`src/rtl/vga_pkg.sv`:
```
// Shared types and constants for the board pixel generator: RRRGGGBB colour
// type, board cell codes and the fixed palette used on screen.
package vga_pkg;

  typedef logic [7:0] color_t;

  typedef enum logic [1:0] {
    EMPTY  = 2'd0,
    P1     = 2'd1,
    P2     = 2'd2,
    HILITE = 2'd3
  } cell_t;

  localparam color_t COL_BG     = 8'h00;
  localparam color_t COL_GRID   = 8'h03;
  localparam color_t COL_P1     = 8'hE0;
  localparam color_t COL_P2     = 8'hFC;
  localparam color_t COL_HILITE = 8'h1C;
  localparam color_t COL_CURSOR = 8'h92;

  localparam int H_ACTIVE = 640;
  localparam int V_ACTIVE = 480;

  // Palette lookup for an occupied cell; EMPTY maps to background.
  function automatic color_t piece_color(input cell_t c);
    case (c)
      P1:      piece_color = COL_P1;
      P2:      piece_color = COL_P2;
      HILITE:  piece_color = COL_HILITE;
      default: piece_color = COL_BG;
    endcase
  endfunction

endpackage

```
`src/rtl/board_pixel_gen_if.sv`:
```
// Board write port: game logic (master) writes one cell per cycle or clears
// the whole board; the board (slave) answers with ack/err pulses.
interface board_pixel_gen_if;
  import vga_pkg::*;

  logic  clear;
  logic  wr_en;
  logic  [2:0] wr_col;
  logic  [2:0] wr_row;
  cell_t wr_data;
  logic  wr_ack;
  logic  wr_err;

  modport master (output clear, wr_en, wr_col, wr_row, wr_data,
                  input  wr_ack, wr_err);
  modport slave  (input  clear, wr_en, wr_col, wr_row, wr_data,
                  output wr_ack, wr_err);
endinterface

```
`src/rtl/board_pixel_gen_cell_locator.sv`:
```
// Combinational pixel-to-cell mapping: which board cell a screen pixel falls
// in, whether it lies inside the board rectangle, and whether it is a grid line
// (including the closing right/bottom band).
module cell_locator #(
  parameter int COLS   = 7,
  parameter int ROWS   = 6,
  parameter int CELL_W = 64,
  parameter int CELL_H = 64,
  parameter int ORG_X  = 96,
  parameter int ORG_Y  = 48,
  parameter int LINE_W = 2
) (
  input  logic [9:0] next_x,
  input  logic [9:0] next_y,
  output logic [2:0] col,
  output logic [2:0] row,
  output logic       in_board,
  output logic       on_grid
);

  localparam int GRID_W  = COLS * CELL_W;
  localparam int GRID_H  = ROWS * CELL_H;
  localparam int BOARD_W = GRID_W + LINE_W;
  localparam int BOARD_H = GRID_H + LINE_W;

  logic [10:0] dx;
  logic [10:0] dy;

  // Offsets from the board origin; only meaningful when in_board is set.
  always_comb begin
    dx       = {1'b0, next_x} - 11'(ORG_X);
    dy       = {1'b0, next_y} - 11'(ORG_Y);
    in_board = ({1'b0, next_x} >= 11'(ORG_X)) && (dx < 11'(BOARD_W)) &&
               ({1'b0, next_y} >= 11'(ORG_Y)) && (dy < 11'(BOARD_H));
    col      = 3'(dx / 11'(CELL_W));
    row      = 3'(dy / 11'(CELL_H));
    on_grid  = ((dx % 11'(CELL_W)) < 11'(LINE_W)) ||
               ((dy % 11'(CELL_H)) < 11'(LINE_W)) ||
               (dx >= 11'(GRID_W)) || (dy >= 11'(GRID_H));
  end

endmodule

```
`src/rtl/board_pixel_gen.sv`:
```
// Pixel source for vga_driver: renders the game board (grid, pieces, cursor)
// with one cycle of latency and holds the board state written by game logic.
// Optional feature macro: CURSOR_BLINK_EN -- when defined the cursor blinks
// every BLINK_FRAMES frames; otherwise the cursor is shown continuously.
module board_pixel_gen
  import vga_pkg::*;
#(
  parameter int COLS         = 7,
  parameter int ROWS         = 6,
  parameter int CELL_W       = 64,
  parameter int CELL_H       = 64,
  parameter int ORG_X        = 96,
  parameter int ORG_Y        = 48,
  parameter int LINE_W       = 2,
  parameter int BLINK_FRAMES = 30
) (
  input  logic       clock,
  input  logic       reset,
  input  logic [9:0] next_x,
  input  logic [9:0] next_y,
  output color_t     color_out,
  output logic       frame_start,
  input  logic [2:0] cur_col,
  input  logic [2:0] cur_row,
  board_pixel_gen_if.slave wr
);

  logic [2:0] col, row;
  logic       in_board, on_grid;
  cell_t      cells [ROWS][COLS];
  cell_t      cell_rd;
  logic [2:0] cur_col_q, cur_row_q;
  logic [9:0] prev_y;
  logic       frame_hit;
  logic       blink_on;
  logic       wr_in_range;
  color_t     color_p0;
  color_t     color_p1;

  cell_locator #(
    .COLS(COLS), .ROWS(ROWS), .CELL_W(CELL_W), .CELL_H(CELL_H),
    .ORG_X(ORG_X), .ORG_Y(ORG_Y), .LINE_W(LINE_W)
  ) u_locator (
    .next_x(next_x), .next_y(next_y),
    .col(col), .row(row), .in_board(in_board), .on_grid(on_grid)
  );

  assign frame_hit   = (next_y == 10'd0) && (prev_y != 10'd0);
  assign wr_in_range = (int'(wr.wr_col) < COLS) && (int'(wr.wr_row) < ROWS);

  // Stage p0: classify the requested pixel against the current board state.
  always_comb begin
    cell_rd  = EMPTY;
    color_p0 = COL_BG;
    if ((int'(col) < COLS) && (int'(row) < ROWS)) cell_rd = cells[row][col];
    if (in_board) begin
      if (on_grid)
        color_p0 = COL_GRID;
      else if (cell_rd != EMPTY)
        color_p0 = piece_color(cell_rd);
      else if ((col == cur_col_q) && (row == cur_row_q) && blink_on)
        color_p0 = COL_CURSOR;
    end
  end

  // Stage p1: registered colour, frame-start detection and cursor latch.
  always_ff @(posedge clock or posedge reset) begin
    if (reset) begin
      color_p1    <= COL_BG;
      prev_y      <= '0;
      frame_start <= 1'b0;
      cur_col_q   <= '0;
      cur_row_q   <= '0;
    end else begin
      color_p1    <= color_p0;
      prev_y      <= next_y;
      frame_start <= frame_hit;
      if (frame_hit) begin
        cur_col_q <= cur_col;
        cur_row_q <= cur_row;
      end
    end
  end

  assign color_out = color_p1;

  // Board state: clear beats a concurrent write, which is then reported as rejected.
  always_ff @(posedge clock or posedge reset) begin
    if (reset) begin
      wr.wr_ack <= 1'b0;
      wr.wr_err <= 1'b0;
      for (int r = 0; r < ROWS; r++)
        for (int c = 0; c < COLS; c++)
          cells[r][c] <= EMPTY;
    end else begin
      wr.wr_ack <= 1'b0;
      wr.wr_err <= 1'b0;
      if (wr.clear) begin
        for (int r = 0; r < ROWS; r++)
          for (int c = 0; c < COLS; c++)
            cells[r][c] <= EMPTY;
        wr.wr_err <= wr.wr_en;
      end else if (wr.wr_en) begin
        if (wr_in_range) begin
          cells[wr.wr_row][wr.wr_col] <= wr.wr_data;
          wr.wr_ack <= 1'b1;
        end else begin
          wr.wr_err <= 1'b1;
        end
      end
    end
  end

`ifdef CURSOR_BLINK_EN
  localparam int FC_W = (BLINK_FRAMES > 1) ? $clog2(BLINK_FRAMES) : 1;
  logic [FC_W-1:0] frame_cnt;

  // Blink timer: toggle cursor visibility every BLINK_FRAMES frame starts.
  always_ff @(posedge clock or posedge reset) begin
    if (reset) begin
      frame_cnt <= '0;
      blink_on  <= 1'b1;
    end else if (frame_hit) begin
      if (frame_cnt == FC_W'(BLINK_FRAMES - 1)) begin
        frame_cnt <= '0;
        blink_on  <= ~blink_on;
      end else begin
        frame_cnt <= frame_cnt + 1'b1;
      end
    end
  end
`else
  assign blink_on = 1'b1;
`endif

endmodule

```
`src/flat_wrapper.sv`:
```
// flat-port wrapper written by rule: the top's interface ports become plain ports
module board_pixel_gen_flat import vga_pkg::*;
#(
  parameter int COLS         = 7,
  parameter int ROWS         = 6,
  parameter int CELL_W       = 64,
  parameter int CELL_H       = 64,
  parameter int ORG_X        = 96,
  parameter int ORG_Y        = 48,
  parameter int LINE_W       = 2,
  parameter int BLINK_FRAMES = 30
)
  (clock, reset, next_x, next_y, color_out, frame_start, cur_col, cur_row, wr_clear, wr_wr_en, wr_wr_col, wr_wr_row, wr_wr_data, wr_wr_ack, wr_wr_err);
  board_pixel_gen_if wr_i ();
  input  logic clock;
  input  logic reset;
  input  logic [9:0] next_x;
  input  logic [9:0] next_y;
  output color_t color_out;
  output logic frame_start;
  input  logic [2:0] cur_col;
  input  logic [2:0] cur_row;
  input wire logic [$bits(wr_i.clear)-1:0] wr_clear;
  input wire logic [$bits(wr_i.wr_en)-1:0] wr_wr_en;
  input wire logic [$bits(wr_i.wr_col)-1:0] wr_wr_col;
  input wire logic [$bits(wr_i.wr_row)-1:0] wr_wr_row;
  input wire logic [$bits(wr_i.wr_data)-1:0] wr_wr_data;
  output wire logic [$bits(wr_i.wr_ack)-1:0] wr_wr_ack;
  output wire logic [$bits(wr_i.wr_err)-1:0] wr_wr_err;
  assign wr_i.clear = wr_clear;
  assign wr_i.wr_en = wr_wr_en;
  assign wr_i.wr_col = wr_wr_col;
  assign wr_i.wr_row = wr_wr_row;
  assign wr_i.wr_data = wr_wr_data;
  assign wr_wr_ack = wr_i.wr_ack;
  assign wr_wr_err = wr_i.wr_err;
  board_pixel_gen #(.COLS(COLS), .ROWS(ROWS), .CELL_W(CELL_W), .CELL_H(CELL_H), .ORG_X(ORG_X), .ORG_Y(ORG_Y), .LINE_W(LINE_W), .BLINK_FRAMES(BLINK_FRAMES)) u_core (.clock(clock), .reset(reset), .next_x(next_x), .next_y(next_y), .color_out(color_out), .frame_start(frame_start), .cur_col(cur_col), .cur_row(cur_row), .wr(wr_i));
endmodule
```
`config.mk`:
```
export PLATFORM = sky130hd
export DESIGN_NAME = board_pixel_gen_flat
export DESIGN_NICKNAME = d
export VERILOG_FILES = /design/src/rtl/vga_pkg.sv /design/src/rtl/board_pixel_gen_if.sv /design/src/rtl/board_pixel_gen_cell_locator.sv /design/src/rtl/board_pixel_gen.sv /design/src/flat_wrapper.sv
export SDC_FILE = /design/constraint.sdc
export NUM_CORES = 1
export LEC_CHECK = 0
export ABC_AREA = 1
export CORE_ASPECT_RATIO = 0.9
export CORE_MARGIN = 2
export CORE_UTILIZATION = 45
export CTS_CLUSTER_DIAMETER = 30
export DETAILED_ROUTE_END_ITERATION = 16
export PLACE_DENSITY = 0.63
export SLEW_MARGIN = 5
export SYNTH_ARGS = -nofsm -noshare
export SYNTH_HDL_FRONTEND = slang
export SYNTH_SLANG_ARGS = --single-unit
```
`constraint.sdc`:
```
create_clock -name clock -period 3.5 [get_ports clock]
set_clock_uncertainty 0.15 [all_clocks]
set_input_delay 0.7 -clock clock [delete_from_list [all_inputs] [get_ports clock]]
set_output_delay 0.7 -clock clock [all_outputs]
set_load 0.05 [all_outputs]
```
==> impl_metrics.ini <==
[cts]
numCtsBuffers = 9
h-tree-depth = 3
clkSinkCount = 109
clockBufferDepth = 2
cts_tree = yes
worstSkewPairLatency_ps = 360
cts_root_buf = clkbuf_16
clk_pin_slew_ps = 70

[synth]
synth-edff-count = 0
yosysUniqueCellTypes = 32
synth.most_common_cell = nand2_1
syn-num-nets = 870
synthFlopType = dfrtp_1
yosys.area.top_type_share = 0.458
ys_top_cells_by_area = dfrtp_1 46%, nand2_1 18%, nand3_1 7.7%
seq_area_frac_synth = 0.458
synth.avg_cell_area_um2 = 7.23
yosys-top-cells-count = 279 x nand2_1, 109 x dfrtp_1, 92 x nand3_1
synth_area_um2 = 5960
synth-seq-cells = 109
synth-async-reset-ratio = 1.00
synth_top_area_cell = dfrtp_1
ys_warn_count = 0
synthCells = 824

[worst_setup_path]
crit_chain = clkdlybuf4s50_1, ha_1, buf_4, nand2_4, nand2_4, buf_4, nand2_1, nand3_1, nand3_1, nand2_1, nand2_1, inv_1, nor2_1, nand2_1, nand3_1, ha_1, nand3_1, a21oi_1, nand4_1, nor2_2, nand3_1, nand2_1
crit-reg2reg-capture = u_core.color_out[7]
slowest_delay_ps = 430
path_max_fanout = 7
crit_buf_inv = 4
reg2reg_slack_ps = 1250
crit_required_ps = 3640
reg2reg_from = u_core.cells[48]
crit_start = next_y[4]
end_kind = flip-flop
arrival_ps = 3450
reg2reg_depth = 18
cp_top_family = simple AND/OR/NAND/NOR gates
startpoint_type = input pin
path_class = in -> reg
crit_slowest_cell = clkdlybuf4s50_1

[routing]
vias_per_cell = 5.48
drt-total-wl_mm = 17.8
drt_iter0_markers = 496
drc = 0
vias = 5865
first_pass_iters = 5
antenna_left = 0
wl_per_cell_um = 16.6

[floorplan]
fp.dieH_um = 113
core-area_um2 = 12800
num_rows = 39
dieArea_um2 = 14200
io-pin-count = 49
die_w_um = 125
start_util = 0.464

[sta]
tightest_slew_ps = 872
max_clock_freq_mhz = 302
report.final.slew_viol_count = 0
layout_setup_ws_ps = 190
setup_viol = 0
hold_viol_final = 0
min_period_over_period = 0.946
maxSlewHeadroom = 0.417
period_minus_slack_ps = 3310
rsz0062_at_grt = false

[job]
maxCapViolCount = 0

[power_and_ir_drop]
power_mw = 2.83
ir_drop_mv = 0.244
leakage_nw = 3.40
power_density_nw_per_um2 = 389

[worst_hold_path]
hold_depth = 2
hold_class = reg -> reg
min_delay_worst_endpoint = u_core.cells[10]
hold_start = u_core.cells[10]

[cells_and_area]
nNetsFinal = 947
antenna_cells = 0
drive_gt1_frac = 0.0982
area_growth_pct = 22.0

[global_routing]
grt_pass1_vias = 5707
grt_max_degree = 55
antenna_found_initial = 0
grt_use_total = 0.258
grt_overflow_total = 0
grt_pass1_wl_mm = 28.8

[place]
portBuffers = 48
hpwl_mm = 12.6
dp_slack_ps = -182
gp_congestion = 0.942

[status]
status = finished clean
[cell type report]
class | count | area, um^2
multi-input cells | 614 | 2820
repair buffers | 99 | 951
fillers | 1203 | 5560
inverters | 68 | 263
clock inverters | 6 | 68.8
flip-flops and latches | 109 | 2730
well taps | 164 | 205
clock buffers | 10 | 239
[per-layer routing]
metal / global-route usage / wire length [um]
met5: 0 / 0
met2: 0.417 / 8310
met1: 0.349 / 7970
met4: 0.0859 / 315
met3: 0.0525 / 1180
[cell families after synthesis]
group	synth area share
xor gates and xnor gates	0.00441
DFF	0.458
adders and majority gates	0.0168
and+or+nand+nor	0.328
buffers and inverters	0.0760
AOI/OAI and AO/OA	0.117
[registers in the layout, indices dropped and copies added (netlist names)]
| register | cells |
|---|---|
| u_core.wr.wr_ack | 1 |
| u_core.wr.wr_err | 1 |
| u_core.color_out | 6 |
| u_core.frame_start | 1 |
| u_core.cur_col_q | 3 |
| u_core.cur_row_q | 3 |
| u_core.cells | 84 |
| u_core.prev_y | 10 |
[tightest hold or removal path, delay by kind of cell, from the launching register on]
family	cells	cell delay (ps)
AO/OA/AOI/OAI	1	60
flip-flops	1	350
AND/OR/NAND/NOR	1	50
[worst max-delay path by stage]
stage	endpoint	slack [ps]	cells past startpoint
CTS	u_core.color_out[7]	160	21
global route	u_core.color_out[7]	20	20
global placement	u_core.color_out[7]	-120	20
floorplan	u_core.color_out[4]	640	19
detailed placement	u_core.color_out[7]	-180	20
finish	u_core.color_out[7]	190	22
[power by group]
group	total, mW	switching [mW]	internal, mW	leakage [nW]
Clock	1.06	0.475	0.581	0.155
Sequential	1.28	0.00627	1.27	1.48
Combinational	0.493	0.308	0.184	1.76
Total	2.83	0.789	2.04	3.40
[per-stage QoR]
stage          utilization  hold WS (ps)  TNS (ps)  instances  cell area (um^2)
2_1_floorplan            -           303         0        824              5960
3_3_place_gp         0.539           318      -328       1052              6920
3_5_place_dp         0.539           327      -467       1052              6920
4_1_cts              0.563           346         0       1068              7220
5_1_grt              0.567           354         0       1070              7270
6_report             0.567           340         0       1070              7270
[what timing repair did]
item                       CTS  global route
resized for setup            0            10
setup endpoints to repair    0             3
buffers inserted             0             1
hold buffers                 0             0
[cells in the final DEF (no fill, tap or decap), types with 2 or more instances in the layout]
| master | count |
|---|---|
| clkdlybuf4s50_1 | 48 |
| nor3_1 | 4 |
| clkinv_2 | 2 |
| nand2_2 | 4 |
| nor3_2 | 2 |
| buf_4 | 44 |
| nor3b_1 | 2 |
| clkinv_1 | 2 |
| o21ai_0 | 83 |
| buf_12 | 7 |
| clkinvlp_4 | 2 |
| o21ai_1 | 7 |
| clkbuf_16 | 9 |
| inv_2 | 3 |
| dfrtp_1 | 109 |
| inv_1 | 61 |
| nor2_1 | 68 |
| nand2_1 | 278 |
| ha_1 | 8 |
| nor2_2 | 3 |
| xor2_1 | 2 |
| nor4_1 | 2 |
| o22ai_1 | 9 |
| nand3_1 | 91 |
| nand4_1 | 5 |
| o211ai_1 | 5 |
| a21oi_1 | 29 |
| nand2_4 | 5 |
Note: power is estimated with default switching activity, not from simulation.
